$ cat src/rtl/sr_latch_driver_if.sv
// Command handshake and latch drive/readback bundle for sr_latch_driver.
// The master side issues commands and models the latch; the slave side is the driver.
interface sr_latch_driver_if;
    logic req_valid;
    logic req_value;
    logic req_ready;
    logic s;
    logic r;
    logic q_fb;
    logic done;
    logic err;
    logic state_o;

    modport master (
        output req_valid, req_value, q_fb,
        input  req_ready, s, r, done, err, state_o
    );

    modport slave (
        input  req_valid, req_value, q_fb,
        output req_ready, s, r, done, err, state_o
    );
endinterface

$ cat src/rtl/sr_latch_driver.sv
// Drives an external SR latch with guarded set/reset pulses and verifies the
// synchronized Q readback after a settle window; fixed latency per command.
module sr_latch_driver #(
    parameter int PULSE_CYCLES  = 4,
    parameter int DEAD_CYCLES   = 2,
    parameter int SETTLE_CYCLES = 3
) (
    input  logic               clk,
    input  logic               rst_n,
    sr_latch_driver_if.slave   bus
);
    typedef enum logic [1:0] {IDLE, DEAD, PULSE, CHECK} state_t;

    // Counters load N-1 on entry and leave the phase at zero, so they never wrap.
    localparam logic [7:0] DEAD_LD   = 8'(DEAD_CYCLES - 1);
    localparam logic [7:0] PULSE_LD  = 8'(PULSE_CYCLES - 1);
    localparam logic [7:0] SETTLE_LD = 8'(SETTLE_CYCLES - 1);

    state_t     state, state_nx;
    logic [7:0] cnt, cnt_nx;
    logic       target, target_nx;
    logic [1:0] q_sync;
    logic       s_q, r_q, done_q, err_q, state_o_q;
    logic       s_nx, r_nx, done_nx, err_nx, state_o_nx;

    always_comb begin
        state_nx   = state;
        cnt_nx     = cnt;
        target_nx  = target;
        done_nx    = 1'b0;
        err_nx     = 1'b0;
        state_o_nx = state_o_q;
        case (state)
            IDLE: begin
                if (bus.req_valid) begin
                    state_nx  = DEAD;
                    cnt_nx    = DEAD_LD;
                    target_nx = bus.req_value;
                end
            end
            DEAD: begin
                if (cnt == 8'd0) begin
                    state_nx = PULSE;
                    cnt_nx   = PULSE_LD;
                end else begin
                    cnt_nx = cnt - 8'd1;
                end
            end
            PULSE: begin
                if (cnt == 8'd0) begin
                    state_nx = CHECK;
                    cnt_nx   = SETTLE_LD;
                end else begin
                    cnt_nx = cnt - 8'd1;
                end
            end
            CHECK: begin
                if (cnt == 8'd0) begin
                    // q_sync[1] here is the value seen in the last CHECK cycle
                    state_nx   = IDLE;
                    cnt_nx     = 8'd0;
                    done_nx    = 1'b1;
                    err_nx     = (q_sync[1] != target);
                    state_o_nx = target;
                end else begin
                    cnt_nx = cnt - 8'd1;
                end
            end
            default: begin
                state_nx = IDLE;
                cnt_nx   = 8'd0;
            end
        endcase
        // Drives follow the next state so s/r are flops aligned with the phase.
        s_nx = (state_nx == PULSE) &&  target_nx;
        r_nx = (state_nx == PULSE) && !target_nx;
    end

    always_ff @(posedge clk or negedge rst_n) begin
        if (!rst_n) begin
            state     <= IDLE;
            cnt       <= 8'd0;
            target    <= 1'b0;
            q_sync    <= 2'b00;
            s_q       <= 1'b0;
            r_q       <= 1'b0;
            done_q    <= 1'b0;
            err_q     <= 1'b0;
            state_o_q <= 1'b0;
        end else begin
            state     <= state_nx;
            cnt       <= cnt_nx;
            target    <= target_nx;
            q_sync    <= {q_sync[0], bus.q_fb};
            s_q       <= s_nx;
            r_q       <= r_nx;
            done_q    <= done_nx;
            err_q     <= err_nx;
            state_o_q <= state_o_nx;
        end
    end

    assign bus.req_ready = (state == IDLE);
    assign bus.s         = s_q;
    assign bus.r         = r_q;
    assign bus.done      = done_q;
    assign bus.err       = err_q;
    assign bus.state_o   = state_o_q;
endmodule
$ cat src/flat_wrapper.sv
// flat-port wrapper written by rule: the top's interface ports become plain ports
module sr_latch_driver_flat 
#(
    parameter int PULSE_CYCLES  = 4,
    parameter int DEAD_CYCLES   = 2,
    parameter int SETTLE_CYCLES = 3
)
  (clk, rst_n, bus_req_valid, bus_req_value, bus_q_fb, bus_req_ready, bus_s, bus_r, bus_done, bus_err, bus_state_o);
  sr_latch_driver_if bus_i ();
  input  logic clk;
  input  logic rst_n;
  input wire logic [$bits(bus_i.req_valid)-1:0] bus_req_valid;
  input wire logic [$bits(bus_i.req_value)-1:0] bus_req_value;
  input wire logic [$bits(bus_i.q_fb)-1:0] bus_q_fb;
  output wire logic [$bits(bus_i.req_ready)-1:0] bus_req_ready;
  output wire logic [$bits(bus_i.s)-1:0] bus_s;
  output wire logic [$bits(bus_i.r)-1:0] bus_r;
  output wire logic [$bits(bus_i.done)-1:0] bus_done;
  output wire logic [$bits(bus_i.err)-1:0] bus_err;
  output wire logic [$bits(bus_i.state_o)-1:0] bus_state_o;
  assign bus_i.req_valid = bus_req_valid;
  assign bus_i.req_value = bus_req_value;
  assign bus_i.q_fb = bus_q_fb;
  assign bus_req_ready = bus_i.req_ready;
  assign bus_s = bus_i.s;
  assign bus_r = bus_i.r;
  assign bus_done = bus_i.done;
  assign bus_err = bus_i.err;
  assign bus_state_o = bus_i.state_o;
  sr_latch_driver #(.PULSE_CYCLES(PULSE_CYCLES), .DEAD_CYCLES(DEAD_CYCLES), .SETTLE_CYCLES(SETTLE_CYCLES)) u_core (.clk(clk), .rst_n(rst_n), .bus(bus_i));
endmodule
$ cat config.mk
export PLATFORM = sky130hd
export DESIGN_NAME = sr_latch_driver_flat
export DESIGN_NICKNAME = d
export VERILOG_FILES = /design/src/rtl/sr_latch_driver_if.sv /design/src/rtl/sr_latch_driver.sv /design/src/flat_wrapper.sv
export SDC_FILE = /design/constraint.sdc
export NUM_CORES = 1
export LEC_CHECK = 0
export CAP_MARGIN = 10
export CORE_UTILIZATION = 28
export CTS_CLUSTER_DIAMETER = 120
export DETAILED_ROUTE_END_ITERATION = 6
export GPL_TIMING_DRIVEN = 0
export PLACE_DENSITY = 0.57
export SYNTH_ARGS = -nofsm -noshare
export SYNTH_HDL_FRONTEND = slang
export SYNTH_SLANG_ARGS = --single-unit
$ cat constraint.sdc
create_clock -name clk -period 1.8 [get_ports clk]
set_clock_uncertainty 0.15 [all_clocks]
set_input_delay 0.18 -clock clk [delete_from_list [all_inputs] [get_ports clk]]
set_output_delay 0.18 -clock clk [all_outputs]
set_load 0.1 [all_outputs]
Yosys cells after proc, flatten, opt, wreduce, memory -nomap -nowiden. Index checks and enable logic that the tools add are counted. W data, S select, Z words.

Word-level logic and storage cells: 38. Flip-flop bits (word level): 18. Output and inout bits: 6. Input bits: 5.

Add/subtract/negate cells: 1. Equality and inequality tests: 6. Reduce and logical (&&, ||, !) cells: 6. Multiplexer cells: 16.

Operators with widths (number): $mux W8 (4); $pmux W8 S4 (1); $logic_not A8 Y1 (1); $mux W2 (4); $pmux W2 S4 (1); $sub A8 B1 Y8 const B (1); $eq A2 B2 Y1 const B (3); $mux W1 (6); $eq A2 B1 Y1 const B (1); $logic_and A1 B1 Y1 (2); $logic_not A2 Y1 (1); $ne A2 B2 Y1 const B (1); $reduce_and A2 Y1 (1); $logic_not A1 Y1 (1); $ne A1 B1 Y1 (1).

Depth between registers and ports, before layout.
Depth in word-level cells: 5. Mapped depth: 7. Depth with buffers taken out: 6.

Least setup slack after synthesis. OpenSTA, ideal clock, no wires.

Path type: register -> register. Start: reg u_core.state[1]. End: reg u_core.cnt[4]. Period minus slack after synthesis: 2.822 ns. Library setup time: 0.121 ns. Stages on the path, launching flop included: 7. Path slack: -1.022 ns. Data required time: 1.529 ns. Arrival: 2.551 ns. Buffers on the path: 2. Cell sequence: dfrtp_1 > buf_2 > nor2_1 > a21oi_1 > buf_2 > a21o_1 > a22o_1.

Cells in the longest elaborated chain, start to end: 2. Elaborated cells between the ends (all ways): 6. Those cells by class: eq/ne: 4; mux: 1; reduce/logical: 1.

RTL lines: start, declared (RTL line sr_latch_driver.sv:19) `state_t state, state_nx;`; start signal, assigned (RTL line sr_latch_driver.sv:91) `state <= state_nx;`; $logic_not A2 Y1 (*); net bus_req_ready (RTL line flat_wrapper.sv:15) `output wire logic [$bits(bus_i.req_ready)-1:0] bus_req_ready;`; $pmux W8 S4 or $ne A2 B2 Y1 (tied branches); end signal, assigned (RTL line sr_latch_driver.sv:92) `cnt <= cnt_nx;`; end, declared (RTL line sr_latch_driver.sv:20) `logic [7:0] cnt, cnt_nx;`.

The timed path passes the listed nets; every way through them passes the cells marked *. A chain may end at the register's enable or synchronous reset.

Worst setup path after layout.
Start: reg u_core.cnt[2]. End: reg u_core.s_q, in the netlist u_core.bus.s.

Cells in the longest elaborated chain, start to end: 5. Elaborated cells between the ends (all ways): 7. Those cells by class: eq/ne: 1; mux: 4; reduce/logical: 2.

RTL lines: $logic_not A8 Y1 (*) (RTL line sr_latch_driver.sv:42, sr_latch_driver.sv:50, sr_latch_driver.sv:58); $mux W2 (on tied branches) (RTL line sr_latch_driver.sv:58, sr_latch_driver.sv:42, sr_latch_driver.sv:50); $pmux W2 S4 (*) (RTL line sr_latch_driver.sv:33) `case (state)`; $eq A2 B2 Y1 (*) (RTL line sr_latch_driver.sv:75) `s_nx = (state_nx == PULSE) && target_nx;`; $logic_and A1 B1 Y1 (*) (RTL line sr_latch_driver.sv:75); net u_core.s_nx (RTL line sr_latch_driver.sv:24) `logic s_nx, r_nx, done_nx, err_nx, state_o_nx;`; end signal, assigned (RTL line sr_latch_driver.sv:95) `s_q <= s_nx;`; end, declared (RTL line sr_latch_driver.sv:23) `logic s_q, r_q, done_q, err_q, state_o_q;`.

Marked as above.

==> impl_metrics.env <==
export IMPL_hold_buffers=0
export IMPL_worstPathRequired_ns=1.84
export IMPL_grt_pass1_vias=618
export IMPL_r2r_cells=4
export IMPL_p_switching_uw=865
export IMPL_drv_cap=0
export IMPL_cts_root_buf="clkbuf_4"
export IMPL_avgSynthCellArea_sq_um=10.6
export IMPL_die_width_um=57.4
export IMPL_share_comb_of_total_power_pct=50.4
export IMPL_hold_viol=0
export IMPL_ys_flop_type="dfrtp_1"
export IMPL_outcome="finished clean"
export IMPL_n_antenna_cell=0
export IMPL_drv_slew=0
export IMPL_rows=19
export IMPL_holdCritPathClass="in2reg"
export IMPL_io_pins=11
export IMPL_p_clk_share_pct=12.7
export IMPL_synthMuxAreaShare_pct=4.94
export IMPL_worstSetupPathType="reg2reg"
export IMPL_drc=0
export IMPL_synth_seq_cells=18
export IMPL_finalSetupViolCount=0
export IMPL_worstMarginPinSlew_ns=0.841
export IMPL_die_area_sq_um=3300
export IMPL_dr_pass1_iters=4
export IMPL_hold_slack_ns=0.168
export IMPL_crit_fanout=7
export IMPL_synth_top_family_by_area="simple AND/OR/NAND/NOR gates"
export IMPL_syn_cell_area_sq_um=861
export IMPL_max_freq_mhz=574
export IMPL_overflow=0
export IMPL_antenna_found_initial=0
export IMPL_cellLeakagePower_uw=0.000486
export IMPL_postRouteAntennaNets=0
export IMPL_place_inst=122
export IMPL_grt_pass1_wl_um=2820
export IMPL_cp_start_kind="register"
export IMPL_powerDensity_nw_per_um2=1770
export IMPL_clk_pin_slew_ns=0.10
export IMPL_drt_wl_total_um=1700
export IMPL_h_tree_depth=1
export IMPL_syn_inst=81
export IMPL_cts_tree="built"
export IMPL_coreArea_sq_um=2830
export IMPL_io_buffers=10
export IMPL_die_y_um=57.4
export IMPL_syn_to_final_growth_pct=29.2
export IMPL_synth_async_reset_ratio_pct=100
export IMPL_grtUsageTotal_pct=11.3
export IMPL_synth_edf_count=0
export IMPL_end_kind="register"
export IMPL_synth_nets=88
export IMPL_hold_depth=1
export IMPL_cts_sinks=18
export IMPL_synth_fa_ha_area_share_pct=2.91
export IMPL_seqPwrFrac_pct=36.9
export IMPL_cts_buffers_inserted=3
export IMPL_cts_path_max_buffers=2
export IMPL_initial_core_util_pct=30.4
export IMPL_fin_cells=130
export IMPL_layout_min_cycle_time_ns=1.74
export IMPL_synth_top_cell_area_share_pct=52.3
export IMPL_yosysWarnings=0
export IMPL_dp_hpwl_um=1210
export IMPL_crit_arrival_ns=1.78
export IMPL_vias=666
export IMPL_drive_above_1_share_pct=30.3
export IMPL_grt_max_degree=19
export IMPL_rsz0062_at_grt="yes"
export IMPL_p_sw_share_pct=43.9
export IMPL_ys_top_cells_by_area="dfrtp_1 (52%), a21oi_1 (3.5%), ha_1 (2.9%)"
export IMPL_synth_xor_area_share_pct=2.03
export IMPL_wire_per_inst_um=13.1
export IMPL_gp_congestion=0.775
export IMPL_yosysSeqAreaShare_pct=52.3
export IMPL_vias_per_cell=5.12
export IMPL_yosysTopAreaCell="dfrtp_1"
export IMPL_clock_latency_ns=0.29
export IMPL_synth_cell_types=32
export IMPL_r2r_slack_ns=0.06
export IMPL_drtIter0Drc=13
export IMPL_synth_compound_area_share_pct=15.6
export IMPL_p_int_uw=1100
export IMPL_num_fill_cells=273
export IMPL_vdd_drop_max_uv=969
export IMPL_yosys_area_share_simple_pct=19.3
export IMPL_max_slew_margin_pct=43.8
export IMPL_fin_crit_sh_pct=96.7
export IMPL_final_nets=107
-- cell families after synthesis --
family,count (synthesis)
and+or+nand+nor,28
adders and majority gates,2
xor gates and xnor gates,2
muxes,4
DFF,18
AOI/OAI and AO/OA,21
buffers and inverters,6
-- placed cells by master (no fill, tap or decap), drive strengths merged, types with 2 or more instances in the layout --
| cell | Yosys | routed |
|---|---|---|
| dfrtp | 18 | 18 |
| clkbuf | 0 | 7 |
| nand2 | 6 | 6 |
| a21oi | 6 | 6 |
| buf | 2 | 6 |
| o21ai | 6 | 6 |
| nor2 | 5 | 5 |
| clkdlybuf4s50 | 0 | 4 |
| inv | 4 | 4 |
| nand3 | 3 | 3 |
| clkdlybuf4s15 | 0 | 3 |
| xnor2 | 2 | 2 |
| mux2 | 2 | 2 |
| o31ai | 2 | 2 |
| nor3 | 2 | 2 |
| mux2i | 2 | 2 |
| a31oi | 2 | 2 |
| a22o | 2 | 2 |
| or4 | 2 | 2 |
| nor4 | 2 | 2 |
| ha | 2 | 2 |
-- worst paths after layout --
kind / startpoint / endpoint
worst max register to register: u_core.cnt[2]$_DFFE_PN0P_ / u_core.bus.s$_DFF_PN0_
worst max-delay path: u_core.cnt[2]$_DFFE_PN0P_ / u_core.bus.s$_DFF_PN0_
worst min-delay path: bus_q_fb / u_core.q_sync[0]$_DFF_PN0_
min in group asynchronous: rst_n / u_core.cnt[3]$_DFFE_PN0P_
max in group asynchronous: rst_n / u_core.cnt[2]$_DFFE_PN0P_
worst min register to register: u_core.q_sync[0]$_DFF_PN0_ / u_core.q_sync[1]$_DFF_PN0_
-- critical path, stage by stage (launching register included) --
cell,delay (ns)
dfrtp_2,0.48
or4_4,0.59
o211ai_2,0.20
o21ai_2,0.08
and2_1,0.14
-- layout make-up --
cell class | instances | area [sq um] | area share (%)
clock buffers | 4 | 36.3 | 3.26
well taps | 31 | 38.8 | 3.49
plain buffers | 2 | 22.5 | 2.02
repair buffers | 14 | 121 | 10.9
flip-flops and latches | 18 | 452 | 40.6
multi-input cells | 57 | 427 | 38.4
inverters | 4 | 15.0 | 1.35
-- registers in the layout, indices dropped and copies added (netlist names) --
register and cells:
u_core.bus.s 1, u_core.cnt 8, u_core.bus.state_o 1, u_core.q_sync 2, u_core.target 1, u_core.bus.err 1
u_core.bus.done 1, u_core.bus.r 1, u_core.state 2
-- per-layer routing --
layer	track usage [%]	wire length, um
met1	14.7	813
met2	17.9	816
met3	4.31	63
met4	2.09	10
met5	0	0
-- stage by stage --
stage,setup WS [ns],setup TNS [ns],power [uW],utilization (%),area [sq um]
after global placement,-0.321,-0.792,1580,36.2,1020
after global routing,-0.00359,-0.00359,2110,39.3,1110
after detailed placement,-0.323,-0.817,1590,36.2,1020
after CTS,0.0000263,0,1900,38.3,1080
final,0.0593,0,1970,39.3,1110
after floorplan,-0.0192,-0.0192,1410,-,885
-- synth_stat cells (3+ instances only) --
library cell and number:
a21oi_1 6, dfrtp_1 18, inv_1 4, nand2_1 6, nand3_1 3, nor2_1 5, o21ai_0 5
-- power groups by stage --
stage,combinational (uW),sequential [uW],clock [uW]
finish,993,726,251
global route,1080,747,282
CTS,915,717,265
detailed placement,866,729,0
global placement,854,725,0
floorplan,598,807,0
-- what timing repair did --
action | in CTS | in global routing
setup endpoints to repair | 16 | 9
pin swaps | 0 | 3
gates resized for setup | 22 | 10
setup buffers | 2 | 2
cloned | 0 | 0
No activity file was read; power rests on OpenSTA's default activity.
